$ cat config.mk
export PLATFORM = sky130hd
export DESIGN_NAME = score_arbiter
export DESIGN_NICKNAME = d
export VERILOG_FILES = /design/src/rtl/score_pkg.sv /design/src/rtl/score_arbiter_rr.sv /design/src/rtl/score_arbiter.sv
export SDC_FILE = /design/constraint.sdc
export NUM_CORES = 1
export LEC_CHECK = 0
export ABC_AREA = 0
export CORE_ASPECT_RATIO = 0.5
export CORE_MARGIN = 1
export CORE_UTILIZATION = 25
export CTS_CLUSTER_DIAMETER = 200
export DETAILED_ROUTE_END_ITERATION = 16
export DONT_BUFFER_PORTS = 1
export PLACE_DENSITY = 0.4
export SLEW_MARGIN = 20
export SYNTH_ARGS = -nofsm -noshare
export SYNTH_HDL_FRONTEND = slang
export SYNTH_HIERARCHICAL = 1
export SYNTH_SLANG_ARGS = --single-unit
$ cat constraint.sdc
create_clock -name Clk -period 5.1 [get_ports Clk]
set_clock_uncertainty 0.1 [all_clocks]
set_input_delay 0.765 -clock Clk [delete_from_list [all_inputs] [get_ports Clk]]
set_output_delay 0.765 -clock Clk [all_outputs]
set_load 0.03 [all_outputs]
$ cat src/rtl/score_pkg.sv
// score_pkg: shared types for the score accumulator.
//   bcd_t   - one packed BCD digit (0..9)
//   score_t - default-size score (SCORE_DIGITS digits, digit 0 = ones)
//   state_t - accumulator FSM states
package score_pkg;

    localparam int         SCORE_DIGITS = 4;
    localparam logic [3:0] BCD_MAX      = 4'd9;

    typedef logic [3:0] bcd_t;
    typedef bcd_t [SCORE_DIGITS-1:0] score_t;

    typedef enum logic {
        ST_IDLE = 1'b0,
        ST_ADD  = 1'b1
    } state_t;

endpackage

$ cat src/rtl/score_arbiter_rr.sv
// rr_arbiter: combinational round-robin pick.
//   i_req   - request vector
//   i_ptr   - index granted last; the search starts just above it
//   o_grant - one-hot grant
//   o_idx   - granted index
//   o_valid - some request was found
module rr_arbiter #(
    parameter int NREQ  = 4,
    parameter int PTR_W = 2
) (
    input  logic [NREQ-1:0]  i_req,
    input  logic [PTR_W-1:0] i_ptr,
    output logic [NREQ-1:0]  o_grant,
    output logic [PTR_W-1:0] o_idx,
    output logic             o_valid
);

    logic [PTR_W-1:0] w_c;

    always_comb begin
        o_grant = '0;
        o_idx   = '0;
        o_valid = 1'b0;
        w_c     = '0;
        // off=NREQ lands back on the pointer itself, so it is checked last
        for (int off = 1; off <= NREQ; off++) begin
            w_c = PTR_W'((int'(i_ptr) + off) % NREQ);
            if (!o_valid && i_req[w_c]) begin
                o_valid      = 1'b1;
                o_idx        = w_c;
                o_grant[w_c] = 1'b1;
            end
        end
    end

endmodule

$ cat src/rtl/score_arbiter.sv
// score_arbiter: round-robin shared game-score accumulator.
// A granted source's binary points are split into two BCD digits and added
// to the score one digit per cycle; a carry out of the top digit clamps the
// score to all 9s and sets the sticky saturated flag.
//   Clk, Reset   - clock, synchronous active-low reset
//   req/points   - per-source request and packed point values
//   ack          - registered one-cycle grant pulse per source
//   clear        - new game: zero score and saturated flag
//   busy         - addition in progress
//   score_bcd    - packed BCD score, ones digit at [3:0]
//   saturated    - sticky clamp flag
//   hiscore_bcd  - best score since Reset (only with SCORE_HISCORE_EN)
module score_arbiter
    import score_pkg::*;
#(
    parameter int NREQ   = 4,
    parameter int PTS_W  = 4,
    parameter int DIGITS = 4
) (
    input  logic                  Clk,
    input  logic                  Reset,
    input  logic [NREQ-1:0]       req,
    input  logic [NREQ*PTS_W-1:0] points,
    output logic [NREQ-1:0]       ack,
    input  logic                  clear,
    output logic                  busy,
    output logic [4*DIGITS-1:0]   score_bcd,
    output logic                  saturated
`ifdef SCORE_HISCORE_EN
    ,
    output logic [4*DIGITS-1:0]   hiscore_bcd
`endif
);

    localparam int PTR_W = (NREQ > 1) ? $clog2(NREQ) : 1;
    localparam int KW    = (DIGITS > 1) ? $clog2(DIGITS) : 1;

    state_t             r_state, w_state_n;
    logic [PTR_W-1:0]   r_ptr, w_ptr_n;
    bcd_t [DIGITS-1:0]  r_score, w_score_n;
    logic               r_sat, w_sat_n;
    logic [NREQ-1:0]    r_ack, w_ack_n;
    logic               r_busy, w_busy_n;
    logic [KW-1:0]      r_k, w_k_n;
    logic               r_carry, w_carry_n;
    bcd_t               r_add_lo, r_add_hi, w_add_lo_n, w_add_hi_n;
    logic               w_done;     // ADD -> IDLE on a completed addition

    logic [NREQ-1:0]    w_grant;
    logic [PTR_W-1:0]   w_idx;
    logic               w_valid;
    logic [PTS_W-1:0]   w_pts;
    bcd_t               w_addend;
    logic [4:0]         w_sum;

    rr_arbiter #(.NREQ(NREQ), .PTR_W(PTR_W)) u_rr (
        .i_req   (req),
        .i_ptr   (r_ptr),
        .o_grant (w_grant),
        .o_idx   (w_idx),
        .o_valid (w_valid)
    );

    assign w_pts    = points[w_idx*PTS_W +: PTS_W];
    // Points fit in two BCD digits; everything above digit 1 adds zero
    assign w_addend = (r_k == KW'(0)) ? r_add_lo :
                      (r_k == KW'(1)) ? r_add_hi : '0;
    assign w_sum    = 5'(r_score[r_k]) + 5'(w_addend) + 5'(r_carry);

    always_comb begin
        w_state_n  = r_state;
        w_ptr_n    = r_ptr;
        w_score_n  = r_score;
        w_sat_n    = r_sat;
        w_ack_n    = '0;
        w_busy_n   = r_busy;
        w_k_n      = r_k;
        w_carry_n  = r_carry;
        w_add_lo_n = r_add_lo;
        w_add_hi_n = r_add_hi;
        w_done     = 1'b0;
        case (r_state)
            ST_IDLE: begin
                if (clear) begin
                    w_score_n = '0;
                    w_sat_n   = 1'b0;
                end else if (w_valid) begin
                    w_ack_n    = w_grant;
                    w_ptr_n    = w_idx;
                    w_add_lo_n = bcd_t'(32'(w_pts) % 32'd10);
                    w_add_hi_n = bcd_t'(32'(w_pts) / 32'd10);
                    // A zero-point grant is acked but never starts an addition
                    if (w_pts != '0) begin
                        w_k_n     = '0;
                        w_carry_n = 1'b0;
                        w_busy_n  = 1'b1;
                        w_state_n = ST_ADD;
                    end
                end
            end
            ST_ADD: begin
                if (clear) begin
                    w_score_n = '0;
                    w_sat_n   = 1'b0;
                    w_busy_n  = 1'b0;
                    w_state_n = ST_IDLE;
                end else begin
                    if (w_sum > 5'd9) begin
                        w_score_n[r_k] = 4'(w_sum - 5'd10);
                        w_carry_n      = 1'b1;
                    end else begin
                        w_score_n[r_k] = 4'(w_sum);
                        w_carry_n      = 1'b0;
                    end
                    w_k_n = r_k + KW'(1);
                    if (r_k == KW'(DIGITS-1)) begin
                        // Carry out of the top digit: overflow, clamp
                        if (w_sum > 5'd9) begin
                            w_score_n = {DIGITS{BCD_MAX}};
                            w_sat_n   = 1'b1;
                        end
                        w_busy_n  = 1'b0;
                        w_state_n = ST_IDLE;
                        w_done    = 1'b1;
                    end
                end
            end
            default: w_state_n = ST_IDLE;
        endcase
    end

    always_ff @(posedge Clk) begin
        if (!Reset) begin
            r_state  <= ST_IDLE;
            r_ptr    <= PTR_W'(NREQ-1);
            r_score  <= '0;
            r_sat    <= 1'b0;
            r_ack    <= '0;
            r_busy   <= 1'b0;
            r_k      <= '0;
            r_carry  <= 1'b0;
            r_add_lo <= '0;
            r_add_hi <= '0;
        end else begin
            r_state  <= w_state_n;
            r_ptr    <= w_ptr_n;
            r_score  <= w_score_n;
            r_sat    <= w_sat_n;
            r_ack    <= w_ack_n;
            r_busy   <= w_busy_n;
            r_k      <= w_k_n;
            r_carry  <= w_carry_n;
            r_add_lo <= w_add_lo_n;
            r_add_hi <= w_add_hi_n;
        end
    end

    assign ack       = r_ack;
    assign busy      = r_busy;
    assign score_bcd = r_score;
    assign saturated = r_sat;

`ifdef SCORE_HISCORE_EN
    bcd_t [DIGITS-1:0] r_hiscore;

    // Valid BCD orders the same as its packed binary, MSD in the top bits
    always_ff @(posedge Clk) begin
        if (!Reset) begin
            r_hiscore <= '0;
        end else if (w_done && (w_score_n > r_hiscore)) begin
            r_hiscore <= w_score_n;
        end
    end

    assign hiscore_bcd = r_hiscore;
`endif

endmodule

==> metrics.txt <==
Sequential Area=661 µm²; most numerous cell in the Yosys netlist=dfxtp_1; total power density per cell area=305 nW/µm²; Filler Cells Inserted=1025; TritonCTS sink count=33; Synth Register Bits=33; top-level port count=45; actual slew at the worst max-slew pin=0.728 ns; clock edge transition at the registers on the reported setup and hold paths=0.06 ns; syn_area_per_cell=8.78 µm²; maximum cell stage delay along the critical path=0.57 ns; TritonCTS buffer count=5; sequential area share after synthesis=25.3%; post-synth top area cell=dfxtp_1; main flop type after synthesis=dfxtp_1; number of different library cells in the post-synthesis netlist=61; die height=74.2 µm; Worst Hold Class=reg -> reg; number of I/O port buffers=0; ordered list of cells on the worst path=inv_1 > ha_1 > inv_1 > a311o_1 > a221oi_1 > buf_4 > mux4_2 > nor2_2 > nand2_1 > a31oi_2 > a21oi_1 > nor2b_1; leak pwr=1.08 nW; data arrival time of the critical path=3.99 ns; wire length after detailed routing=7110 µm; drt initial violations=138; via count normalized by instance count=5.30; initial antenna violation count=4; final layout net count=327; time the final worst path needs with I/O delays and setup=3.87 ns; net count after synthesis=339; number of setup violations in the final report=0; final RePlAce weighted congestion=0.768; proportion of netlist area held by the largest area contributor=25.3%; number of setup buffers added after CTS=0; number of max-slew violations in the final report=0; cell types with the largest area share after synthesis=dfxtp_1, mux4_2, ha_1; cell area after technology mapping=2610 µm²; buffers and inverters on the worst path=3; TritonCTS clock tree=yes; Total Neg Setup Slack=0 ns; maximum clock path buffer count=2; wire length per cell=16.8 µm; number of max-cap violations=0; Crit. End Element=register; worst setup path class=reg -> reg; post-layout instance count excluding filler cells=424; Worst EP required=5.22 ns; largest net degree at the start of global routing=28; most numerous cell on the critical path=inv_1; result of the run=finished clean; fin area=2880 µm²; clock network latency to the later pin of the worst-skew pair=0.28 ns; initial standard-cell utilization of the core=26.6%; share of the core filled with cells in the final layout=29.4%; number of global-route vias before repair=2102; Gates resized, CTS repair=0; category of cells accounting for the largest share of critical-path delay=compound AO/OA/AOI/OAI gates; Clock Root Buffer=clkbuf_16; final hold violation count=0; Pre-Repair DR Iteration Count=4; chip width=146 µm; top post-synthesis cells by count=dfxtp_1, nand2_1, inv_1, a21oi_1, ha_1; global-route usage over all layers=13.4%; Syn. warnings=6; H-tree depth=2; DRC viols=0; total number of vias=2249; footprint of the multi-input gates=1760 µm²; Slew HR=51.1%; Rows=25; Peak supply drop=101 µV; Setup crit start kind=register; master of the slowest instance on the critical path=dfxtp_1; Post-synth EDFFs=0; placed insts=413; setup repair after global routing missed its margin=false; Core Footprint=9790 µm²; Die Area=10900 µm²; ys async rst share=0%; highest achievable clock rate=258 MHz; first-pass GRT wire length=11400 µm; cells after synthesis=297; maximum fanout along the worst path=11; Layout area overhead=10.4%; dpl cell area=2690 µm²; grt ovf=0; Antenna Nets Post-Route=0; half-perimeter wire length after placement=5390 µm; fraction of layout cells with a size suffix above 1=13.3%; number of buffers added to fix hold violations after cts=0; final period utilization=75.9%
-- report_power, final --
group          switching [W]  leakage [nW]  internal, W
Combinational       0.000130         0.730    0.0000940
Clock               0.000116        0.0831     0.000244
Sequential         0.0000232         0.268     0.000270
Total               0.000270          1.08     0.000608
-- metal layers --
metal  vias to the layer above  part of all wire, %  GRT usage, %
met5                         -                 0.18             0
met4                         2                  1.1          4.51
met3                         9                  8.1          4.66
met2                        76                   44          21.1
met1                      1068                   47          17.4
li1                       1094                    -             -
-- area by class of cell --
type	instances	share of cell area, %
clock buffers	6	4.83
repair buffers	3	0.783
clock inverters	2	1.30
inverters	21	2.74
well taps	135	5.87
diodes	3	0.261
flip-flops and latches	33	23.0
multi-input cells	221	61.2
-- tightest hold or removal path: stages, from the launching register on --
cell and delay (ns):
dfxtp_1 0.32, nand2_1 0.05, a21boi_0 0.06
-- per-stage QoR --
| stage | hold slack (ns) | total power, W | setup WS (ns) |
|---|---|---|---|
| after floorplan | 0.336 | 0.000485 | 1.44 |
| after global placement | 0.360 | 0.000522 | 1.24 |
| after detailed placement | 0.371 | 0.000522 | 1.28 |
| after CTS | 0.377 | 0.000884 | 1.23 |
| after global routing | 0.401 | 0.000926 | 0.908 |
| final | 0.379 | 0.000878 | 1.23 |
-- layout by cell type, fill, tap and decap left out, types with 4 or more instances in the layout --
master     synthesis  layout
a21boi_0           4       4
a32o_1             4       4
ha_1              17      17
and3_1             5       5
inv_1             21      21
o21a_1             5       5
nand4_1            7       7
nand2_1           25      25
dfxtp_1           33      33
nor2_1            12      12
or3_1              4       4
mux4_2            10      10
nor2b_1            9       9
and2_1             8       8
a211oi_1           4       4
clkbuf_16          0       5
mux2i_1            4       4
o21ai_0           11      11
o31ai_1            4       4
a21oi_1           20      20
nand3_1            7       7
a31oi_1            6       6
a311oi_1           4       4
a2111o_1           4       4
-- sequential cells by signal, summed over array words and instances (netlist names) --
register	count
r_add_lo	4
r_ptr	2
saturated	1
score_bcd	16
busy	1
ack	4
r_k	2
r_carry	1
r_add_hi	1
r_state	1
-- kinds of logic after synthesis --
| logic type | count (synthesis) | synth area share (%) |
|---|---|---|
| compound gates | 94 | 27.5 |
| xor+xnor | 1 | 0.336 |
| simple gates | 92 | 19.4 |
| buf+inv | 43 | 7.06 |
| fa+ha+maj | 19 | 9.70 |
| flops | 33 | 25.3 |
| mux | 15 | 10.6 |
-- final timing paths --
kind | start | end | slack (ns) | cells past startpoint
worst max-delay path | r_ptr[1] | r_k[0] | 1.23 | 12
worst max register to register | r_ptr[1] | r_k[0] | 1.23 | 12
worst min-delay path | r_add_hi[0] | r_add_hi[0] | 0.38 | 2
worst min register to register | r_add_hi[0] | r_add_hi[0] | 0.38 | 2
No activity file was read; power rests on OpenSTA's default activity.
